<file path="src/rtl/hazard_ctrl.sv">
// rtl/hazard_ctrl.sv - decode-stage hazard, flush and operand-forwarding controller; optional macro HAZ_FWD_EN
module hazard_ctrl #(
  parameter int REG_ADDR_WIDTH = 5,
  parameter int FLUSH_CYCLES   = 2
) (
  input  logic                      clk,
  input  logic                      rst,
  input  logic                      id_valid,
  input  logic [REG_ADDR_WIDTH-1:0] id_rs1,
  input  logic [REG_ADDR_WIDTH-1:0] id_rs2,
  input  logic                      id_rs1_used,
  input  logic                      id_rs2_used,
  input  logic [REG_ADDR_WIDTH-1:0] id_rd,
  input  logic                      id_rd_wen,
  input  logic                      id_is_load,
  input  logic                      ex_redirect,
  input  logic                      mem_busy,
  output logic                      pc_en,
  output logic                      ifid_hold,
  output logic                      ifid_flush,
  output logic                      idex_bubble,
  output logic                      pipe_hold,
  output logic [1:0]                fwd_a,
  output logic [1:0]                fwd_b,
  output logic                      hazard_stall
);

  // Shadow record of one in-flight instruction; is_load is only kept for EX,
  // the only stage whose load status matters.
  typedef struct packed {
    logic                      v;
    logic [REG_ADDR_WIDTH-1:0] rd;
    logic                      wen;
  } ent_t;

  ent_t       r_e;
  ent_t       r_m;
  ent_t       w_dec;
  logic [2:0] r_cnt;
  logic       r_init;

  logic w_hit_e_a, w_hit_e_b, w_hit_m_a, w_hit_m_b;
  logic w_hazard, w_busy, w_redir, w_redir_load, w_stall, w_enter;

`ifdef HAZ_FWD_EN
  logic       r_e_ld;
  logic [1:0] r_fwd_a;
  logic [1:0] r_fwd_b;
  logic [1:0] w_sel_a;
  logic [1:0] w_sel_b;
`else
  ent_t r_w;
  logic w_hit_w_a, w_hit_w_b;
  logic w_unused_ok;
`endif

  // A stage feeds a source when it is a real producer of a nonzero register
  // that the decode instruction actually reads.
  function automatic logic hit(input ent_t e, input logic [REG_ADDR_WIDTH-1:0] src,
                               input logic used);
    return used & e.v & e.wen & (e.rd != '0) & (e.rd == src);
  endfunction

  assign w_hit_e_a = hit(r_e, id_rs1, id_rs1_used);
  assign w_hit_e_b = hit(r_e, id_rs2, id_rs2_used);
  assign w_hit_m_a = hit(r_m, id_rs1, id_rs1_used);
  assign w_hit_m_b = hit(r_m, id_rs2, id_rs2_used);

`ifdef HAZ_FWD_EN
  // Only a load still in EX cannot be forwarded in time.
  assign w_hazard = id_valid & r_e_ld & (w_hit_e_a | w_hit_e_b);
`else
  // Without bypassing, decode must wait until the producer has left WB,
  // since the regfile write lands on the same edge decode reads old data.
  assign w_hit_w_a   = hit(r_w, id_rs1, id_rs1_used);
  assign w_hit_w_b   = hit(r_w, id_rs2, id_rs2_used);
  assign w_hazard    = id_valid & (w_hit_e_a | w_hit_e_b | w_hit_m_a | w_hit_m_b |
                                   w_hit_w_a | w_hit_w_b);
  assign w_unused_ok = id_is_load;
`endif

  // r_init masks every control during reset and the first cycle after it.
  assign w_busy       = mem_busy & ~r_init;
  assign w_redir_load = ex_redirect & ~r_init;
  assign w_redir      = (ex_redirect | (r_cnt != 3'd0)) & ~r_init;
  assign w_stall      = w_hazard & ~r_init;

  // Pipeline control outputs, priority busy > redirect > stall > advance.
  always_comb begin
    pc_en        = 1'b1;
    ifid_hold    = 1'b0;
    ifid_flush   = 1'b0;
    idex_bubble  = 1'b0;
    pipe_hold    = 1'b0;
    hazard_stall = 1'b0;
    if (w_busy) begin
      pc_en        = 1'b0;
      ifid_hold    = 1'b1;
      pipe_hold    = 1'b1;
      hazard_stall = w_stall;
    end else if (w_redir) begin
      ifid_flush   = 1'b1;
      idex_bubble  = 1'b1;
    end else if (w_stall) begin
      pc_en        = 1'b0;
      ifid_hold    = 1'b1;
      idex_bubble  = 1'b1;
      hazard_stall = 1'b1;
    end
  end

  assign w_enter = id_valid & ~idex_bubble;
  assign w_dec   = {w_enter, id_rd, id_rd_wen};

  // Reset mask: set asynchronously, released by the first clock after reset.
  always_ff @(posedge clk or posedge rst) begin
    if (rst) r_init <= 1'b1;
    else     r_init <= 1'b0;
  end

  // Shadow pipeline advances on every edge the memory is not stalling.
  always_ff @(posedge clk or posedge rst) begin
    if (rst) begin
      r_e <= '0;
      r_m <= '0;
    end else if (!w_busy) begin
      r_m <= r_e;
      r_e <= w_dec;
    end
  end

  // Flush counter: a redirect (re)loads it, otherwise it drains to zero.
  always_ff @(posedge clk or posedge rst) begin
    if (rst) begin
      r_cnt <= 3'd0;
    end else if (!w_busy) begin
      if (w_redir_load)        r_cnt <= 3'(FLUSH_CYCLES - 1);
      else if (r_cnt != 3'd0)  r_cnt <= r_cnt - 3'd1;
    end
  end

`ifdef HAZ_FWD_EN
  // Youngest producer wins; a bubble entering EX gets no bypass.
  assign w_sel_a = !w_enter ? 2'b00 : w_hit_e_a ? 2'b01 : w_hit_m_a ? 2'b10 : 2'b00;
  assign w_sel_b = !w_enter ? 2'b00 : w_hit_e_b ? 2'b01 : w_hit_m_b ? 2'b10 : 2'b00;

  // Forward selects and EX load flag move with the instruction into EX.
  always_ff @(posedge clk or posedge rst) begin
    if (rst) begin
      r_e_ld  <= 1'b0;
      r_fwd_a <= 2'b00;
      r_fwd_b <= 2'b00;
    end else if (!w_busy) begin
      r_e_ld  <= w_enter & id_is_load;
      r_fwd_a <= w_sel_a;
      r_fwd_b <= w_sel_b;
    end
  end

  assign fwd_a = r_fwd_a;
  assign fwd_b = r_fwd_b;
`else
  // WB shadow entry, needed only for the full interlock.
  always_ff @(posedge clk or posedge rst) begin
    if (rst)            r_w <= '0;
    else if (!w_busy)   r_w <= r_m;
  end

  assign fwd_a = 2'b00;
  assign fwd_b = 2'b00;
`endif

endmodule
</file>
<file path="config.mk">
export PLATFORM = sky130hd
export DESIGN_NAME = hazard_ctrl
export DESIGN_NICKNAME = d
export VERILOG_FILES = /design/src/rtl/hazard_ctrl.sv
export SDC_FILE = /design/constraint.sdc
export NUM_CORES = 1
export LEC_CHECK = 0
export BUFFER_PORTS_ARGS = -buffer_cell sky130_fd_sc_hd__buf_2
export CORE_ASPECT_RATIO = 0.5
export CORE_UTILIZATION = 30
export DETAILED_ROUTE_END_ITERATION = 16
export GPL_ROUTABILITY_DRIVEN = 0
export SYNTH_ARGS = -nofsm -noshare
export SYNTH_HDL_FRONTEND = slang
export SYNTH_SLANG_ARGS = --single-unit
</file>
<file path="constraint.sdc">
create_clock -name clk -period 3.6 [get_ports clk]
set_input_delay 0.18 -clock clk [delete_from_list [all_inputs] [get_ports clk]]
set_output_delay 0.18 -clock clk [all_outputs]
set_load 0.005 [all_outputs]
</file>
After elaboration in Yosys (flattened, before gate mapping)

Index checks and enable logic that the tools add are counted.

Register bits after elaboration: 25
Output and inout bits: 10
Logic and storage cells: 77

Reductions and logical operators: 6
Bitwise gates (word level): 39
Equality and inequality tests: 6
Muxes and demuxes: 14
$add $sub $neg: 1

Operators with widths:

| kind                                             | count |
|---|---|
| bitwise AND 1 bit                                | 30 |
| == test 5 bit                                    | 6 |
| nonzero test 5 bit                               | 3 |
| 2-to-1 mux 1 bit                                 | 12 |
| 2-to-1 mux 3 bit                                 | 2 |
| OR 1 bit                                         | 6 |
| inverter 1 bit                                   | 3 |
| nonzero test 3 bit                               | 1 |
| subtractor 3 x 1 -> 3 bit, second input constant | 1 |
| AND reduction 2 bit                              | 1 |
| nonzero test 2 bit                               | 1 |

Longest topological paths before layout

Gate-level depths: netlist of the first run.

Depth in word-level cells: 16
Mapped depth: 7
Depth with buffers taken out: 7

Least setup slack after synthesis of the first run

Ideal clock, no wire load.

Path type: register -> output
Start point: register r_e[1] in the netlist's numbering
End point: output port ifid_hold
Arrival: 1.478 ns
Stages on the path, launching flop included: 5
Slack: 1.942 ns
Path through: dfrtp_1 > or4_4 > o2111ai_2 > a31oi_1 > o21ba_1

Cells in the longest elaborated chain, start to end: 13

Ends and longest elaborated chain:

| item                           | RTL line | RTL |
|---|---|---|
| start, declared                | 36       | `ent_t r_e;` |
| start signal, assigned         | 128      | `r_e <= w_dec;` |
| nonzero test 5 bit             | 61       | `return used & e.v & e.wen & (e.rd != '0) & (e.rd == src);` |
| bitwise AND 1 bit (2 in a row) | 61       |  |
| OR 1 bit (*) (4 in a row)      | 77       | `assign w_hazard = id_valid & (w_hit_e_a \| w_hit_e_b \| w_hit_m_a \| w_hit_m_b \|` |
| OR 1 bit (*)                   | 78       | `w_hit_w_a \| w_hit_w_b);` |
| bitwise AND 1 bit (*)          | 77       |  |
| bitwise AND 1 bit (*)          | 86       | `assign w_stall = w_hazard & ~r_init;` |
| 2-to-1 mux 1 bit (*)           | 104      | `end else if (w_stall) begin` |
| 2-to-1 mux 1 bit (*)           | 101      | `end else if (w_redir) begin` |
| 2-to-1 mux 1 bit (*)           | 96       | `if (w_busy) begin` |
| end, declared                  | 19       | `output logic ifid_hold,` |

Mark *: on every way between the ends. The rest lies on a longest branch, timed or not.

Final worst setup path of the first run

Start point: register r_m[2] in the netlist's numbering
End point: output port idex_bubble

Cells in the longest elaborated chain, start to end: 12

Ends and longest elaborated chain:

| item                           | RTL line | RTL |
|---|---|---|
| start, declared                | 37       | `ent_t r_m;` |
| start signal, assigned         | 127      | `r_m <= r_e;` |
| nonzero test 5 bit             | 61       |  |
| bitwise AND 1 bit (2 in a row) | 61       |  |
| OR 1 bit                       | 77       |  |
| OR 1 bit (*) (2 in a row)      | 77       |  |
| OR 1 bit (*)                   | 78       |  |
| bitwise AND 1 bit (*)          | 77       |  |
| bitwise AND 1 bit (*)          | 86       |  |
| 2-to-1 mux 1 bit (*)           | 104      |  |
| 2-to-1 mux 1 bit (*)           | 101      |  |
| 2-to-1 mux 1 bit (*)           | 96       |  |
| end, declared                  | 21       | `output logic idex_bubble,` |

Marks and branches as above.

==> impl_metrics.ini, run 1 <==
[outcome]
status = finished, final reports clean

[cells_and_area]
final_cell_mix = 65 x nand2_1, 28 x buf_2, 24 x dfrtp_1
diodes = 0
final_nets = 235
drive_gt1_share_pct = 19.7
areaGrowthSynthToFinish_pct = 16.2
postLayoutCellArea_um2 = 1770
mostFrequentLayoutCell = nand2_1
final_core_util_pct = 38.2

[clocking]
cts-hold-fix-buffers = 0
cts.sinks = 25
root_buffer = clkbuf_8
postCtsSetupBuffers = 0
path_clk_slew_ns = 0.09
clkLatencyLatePin_ns = 0.27
cts_buffers = 3
cts_tree = done
ctsResizeCount = 0
ctsHtreeMaxLevel = 1
clock_path_buffers = 2

[timing]
setup_viol = 0
rsz0062_at_grt = no
max_freq_ghz = 0.429
tightest_slew_ns = 0.971
maxSlewViolCount = 0
fin_crit_sh_pct = 64.8
tns_ns = 0
fin_hold_ws_ns = 0.0940
worst_slack_ns = 1.27
period_minus_slack_ns = 2.33
hold_viol = 0
slew_headroom_pct = 35.2
finClkSkew_ns = 0.00262

[setup_path]
critPathSlowestCell = dfrtp_1
required_ns = 3.42
worstSetupPathType = reg2out
path_cells = xor2_1 > nor4_1 > and3_1 > o21ai_2 > a31o_2 > a21boi_1 > buf_2
crit_arrival_ns = 2.15
critPathMaxStageDelay_ns = 0.46
crit_fanout = 5
cp-end-kind = output pin
startpoint_type = flop

[synth]
synthAdderAreaFrac_pct = 1.64
synth.area.top_cells = dfrtp_1 39%, nand2_1 16%, xnor2_1 13%
synth_compound_area_share_pct = 10.1
ys_seq_area_share_pct = 41.1
synth_area_um2 = 1520
synth-edff-count = 0
synth.lib_cells_used.distinct = 36
ys.warnings.count = 0
yosys.area_share.simple_pct = 24.7
synthArstFlopShare_pct = 100
ys.flop_type = dfrtp_1
avgSynthCellArea_um2 = 8.51
synth.top_cell.area_share_pct = 39.4
yosys.area.top_type = dfrtp_1
synth_xor_xnor_area_share_pct = 17.2
synth_top_family_by_area = simple AND/OR/NAND/NOR gates
synthCells = 179
synth-seq-cells = 25
synthMuxAreaShare_pct = 0

[grt]
top_usage_layer = met1
grt_util_met2_pct = 21.3
grt_overflow = 0
antenna_found_initial = 0
grt_max_degree = 26
grt_pass1_wl_um = 5900
grt_util_met1_pct = 21.9
track_usage_pct = 14.8
met3_usage_pct = 3.73
grt_pass1_vias = 1168

[die]
die_area_um2 = 5390
die_x_um = 103
rows = 17
ioPinCount = 34
start_util_pct = 32.9
die_h_um = 52.4
coreArea_um2 = 4640

[pwr]
combPwrFrac_pct = 27.2
internal_power_mw = 0.500
sw_frac_of_total_pct = 33.4
vdd_ir_drop_max_mv = 0.192
pwr-share-seq_pct = 49.7
power_density_nw_per_um2 = 424
pwr-share-clk_pct = 23.1
p_leak_nw = 0.876
switchingPower_mw = 0.250

[hold_path]
hold_path_class = in2reg

[drt]
num_vias = 1289
wl_per_cell_um = 12.8
vias_per_cell = 4.70
drtPass1Iterations = 4
drc_errors = 0
drt_iter0_drc = 91
routed_wl_um = 3520
ant_nets = 0

[flow_run]
drv_cap = 0

[placed_design]
place_ws_ns = 1.62
hpwl_um = 2620
port_buffers = 28
dpl_cell_area_um2 = 1720
[critical path, delay by kind of cell (launching register included)]
kind            cells  cell delay [ns]
compound gates      3             0.49
xor+xnor            1             0.19
buf+inv             1             0.12
flops               1             0.46
simple gates        2             0.61
[worst paths after layout]
kind / depth (start not counted) / from / slack [ns] / end
worst max-delay path: 7 / r_m[2]$_DFFE_PP0N_ / 1.27 / idex_bubble
max in group asynchronous: 2 / rst / 2.90 / r_w[0]$_DFFE_PP0N_
min in group asynchronous: 2 / rst / 0.12 / r_e[1]$_DFFE_PP0N_
worst min register to register: 2 / r_w[6]$_DFFE_PP0N_ / 0.50 / r_w[6]$_DFFE_PP0N_
worst min-delay path: 3 / id_rd[0] / 0.09 / r_e[1]$_DFFE_PP0N_
worst max register to register: 6 / r_init$_DFF_PP1_ / 1.64 / r_cnt[0]$_DFFE_PP0P_
[cell families (layout without fill, tap and decap cells)]
family / Yosys count / count (layout)
XOR/XNOR: 30 / 30
adder cells (fa/ha/maj): 2 / 2
AO/OA/AOI/OAI: 19 / 19
buffers and inverters: 16 / 41
flip-flops: 25 / 25
other: 1 / 5
AND/OR/NAND/NOR: 86 / 86
[flip-flops by register name, indices dropped and copies added, names as in the netlist]
signal	flops
r_m	7
r_e	7
r_cnt	3
r_init	1
r_w	7
[Yosys cell counts (3+ instances only)]
cell      instances
buf_4             4
clkbuf_1          3
dfrtp_1          24
inv_1             8
nand2_1          65
nand4_1           4
nor2_1            4
o21ai_0           3
xnor2_1          22
xor2_1            8
[power groups by stage]
| stage | sequential [mW] | clock [mW] | combinational (mW) |
|---|---|---|---|
| finish | 0.373 | 0.173 | 0.204 |
| global route | 0.378 | 0.191 | 0.245 |
| CTS | 0.373 | 0.178 | 0.206 |
| detailed placement | 0.378 | 0 | 0.205 |
| global placement | 0.377 | 0 | 0.197 |
| floorplan | 0.364 | 0 | 0.158 |
[metrics by stage]
stage | instances | total power, mW
final | 274 | 0.750
after global routing | 274 | 0.814
after CTS | 274 | 0.757
after detailed placement | 270 | 0.583
after global placement | 270 | 0.574
after floorplan | 183 | 0.521
[layout make-up]
| type | instances | area (um^2) |
|---|---|---|
| clock buffer | 3 | 41.3 |
| clock inverter | 1 | 5.00 |
| fill | 503 | 2870 |
| inverter | 8 | 30.0 |
| multi-input combinational | 142 | 837 |
| sequential | 25 | 627 |
| tap | 66 | 82.6 |
| timing repair buffer | 29 | 148 |
[routing by layer]
metal / wire length (um) / vias to the layer above / part of all wire (%)
li1: - / 633 / -
met1: 1810 / 615 / 51
met2: 1460 / 38 / 42
met3: 235 / 3 / 6.7
met4: 10 / 0 / 0.28
met5: 0 / - / 0
(Power assumes the default switching activity.)
==> inputs of run 2 (changes only) <==
==> constraint.sdc (replaced) <==
create_clock -name clk -period 1.9 [get_ports clk]
set_input_delay 0.095 -clock clk [delete_from_list [all_inputs] [get_ports clk]]
set_output_delay 0.095 -clock clk [all_outputs]
set_load 0.005 [all_outputs]
==> run 2 against run 1 <==
Largest power group unchanged; via count grew 1.6%; flip-flop and latch count is the same; the flow now finishes with violations (negative setup slack); first-iteration DRC count shrank 32%; clock skew is essentially flat; register-to-register slack lost 1.5 ns; final cell count grew 3.3%.
==> impl_metrics.ini, run 2 (synthesis gave the netlist of run 1 again) <==
[timing]
hold_viol = 0
max_freq_ghz = 0.476
worst_slack_ns = -0.201
finClkSkew_ns = 0.00299
period_minus_slack_ns = 2.10
maxSlewViolCount = 0
fin_crit_sh_pct = 111
rsz0062_at_grt = yes
tns_ns = -0.715
setup_viol = 4

[drt]
routed_wl_um = 3840
drtPass1Iterations = 4
wl_per_cell_um = 13.6
ant_nets = 0
drc_errors = 0
num_vias = 1310
vias_per_cell = 4.63
drt_iter0_drc = 62

[grt]
grt_pass1_vias = 1344
grt_overflow = 0
grt_max_degree = 26
track_usage_pct = 16.3
grt_pass1_wl_um = 6550
antenna_found_initial = 0

[setup_path]
critPathTopFamily = compound AO/OA/AOI/OAI gates
critPathSlowestCell = or4_4
worstSetupPathType = reg2out
path_depth = 5
reg2reg_depth = 4
crit_fanout = 4
required_ns = 1.80
cp-end-kind = output pin
crit_arrival_ns = 2.01
critPathMaxStageDelay_ns = 0.56
path_buf_inv = 1
reg2reg_slack_ns = 0.15
crit_start = r_w[3]$_DFFE_PP0N_
rr_endpoint = r_e[6]$_DFFE_PP0N_
path_cells = or4_4 > o2111ai_4 > a31oi_4 > o21ba_1 > buf_2
startpoint_type = flop
reg2reg_from = r_w[3]$_DFFE_PP0N_
cp-endpoint = ifid_hold

[outcome]
violations = negative setup slack
status = finished with violations

[die]
rows = 17
start_util_pct = 32.9
ioPinCount = 34
coreArea_um2 = 4640
die_h_um = 52.4
die_x_um = 103
die_area_um2 = 5390

[cells_and_area]
postLayoutCellArea_um2 = 1960
mostFrequentLayoutCell = nand2_1
n_fill_cell = 495
reg_top3 = r_e: 7 flops, r_m: 7 flops, r_w: 7 flops
areaGrowthSynthToFinish_pct = 28.4
final_cell_mix = 65 x nand2_1, 28 x buf_2, 19 x xnor2_1
final_nets = 244
drive_gt1_share_pct = 31.8
diodes = 0

[hold_path]
hold_path_class = in2reg
holdPathStages = 3

[clocking]
cts_tree = done
clkLatencyLatePin_ns = 0.27
ctsHtreeMaxLevel = 1
path_clk_slew_ns = 0.09
cts_buffers = 3
cts.sinks = 25
clock_path_buffers = 2
root_buffer = clkbuf_8

[pwr]
vdd_ir_drop_max_mv = 0.360
p_leak_nw = 0.933
power_density_nw_per_um2 = 759

[placed_design]
dpl_cell_area_um2 = 1750
place_ws_ns = 0.0418
hpwl_um = 2810
port_buffers = 28

[flow_run]
drv_cap = 0
-- run 2: cell types whose count changed in the layout (fill, tap and decap cells not counted), moves of 3 or more --
cell,previous run,this run
buf_4,1,9
dfrtp_2,0,9
xnor2_1,22,19
xnor2_2,0,3
dfrtp_1,24,15
-- run 2: worst min-delay path by stage --
stage | start | end | slack (ns)
after floorplan | rst | r_cnt[0]$_DFFE_PP0P_ | 0.12
after global placement | rst | r_e[0]$_DFFE_PP0N_ | 0.16
after detailed placement | rst | r_e[3]$_DFFE_PP0N_ | 0.16
after CTS | id_rd[2] | r_e[3]$_DFFE_PP0N_ | 0.01
after global routing | id_rd[3] | r_e[4]$_DFFE_PP0N_ | 0.01
final | id_rd[2] | r_e[3]$_DFFE_PP0N_ | 0.01
-- run 2: per-stage QoR --
stage / std cells / total power, mW / utilization, % / hold slack (ns)
global route: 283 / 1.61 / 42.2 / 0.0107
detailed placement: 274 / 1.12 / 37.8 / 0.165
finish: 283 / 1.49 / 42.2 / 0.0149
CTS: 282 / 1.48 / 41.1 / 0.0130
floorplan: 183 / 0.988 / - / 0.122
global placement: 274 / 1.10 / 37.8 / 0.164
-- run 2: per-layer routing --
| layer | vias up | global-route usage (%) | routed length [um] |
|---|---|---|---|
| met5 | - | 0 | 0 |
| met4 | 0 | 2.82 | 24 |
| met3 | 2 | 3.60 | 142 |
| met2 | 26 | 26.9 | 1690 |
| met1 | 633 | 22.1 | 1980 |
| li1 | 649 | - | - |
-- run 2: report_power, final --
group	internal (mW)	leakage (nW)	switching [mW]
combinational	0.218	0.615	0.236
clock	0.147	0.0255	0.174
sequential	0.621	0.293	0.0895
total	0.986	0.933	0.500
-- run 2: cell type report --
| class | instances | area (um^2) | share of cell area, % |
|---|---|---|---|
| flip-flops and latches | 25 | 638 | 32.6 |
| well taps | 66 | 82.6 | 4.22 |
| multi-input cells | 142 | 942 | 48.1 |
| inverters | 8 | 30.0 | 1.53 |
| clock inverters | 1 | 5.00 | 0.256 |
| repair buffers | 38 | 218 | 11.1 |
| clock buffers | 3 | 41.3 | 2.11 |
-- run 2: repair_timing --
item                                    4_1_cts  5_1_grt
hold buffers                                  1        0
buffers inserted                              3        1
hold endpoints to repair                     24        0
pin swaps                                    11        9
endpoints found under the setup margin        4        4
gates resized for setup                      14       10
-- run 2: worst register-to-register path, delay by kind of cell, from the launching register on --
family	cells	cell delay, ns
AND/OR/NAND/NOR	2	0.69
AO/OA/AOI/OAI	2	0.53
flip-flops	1	0.45
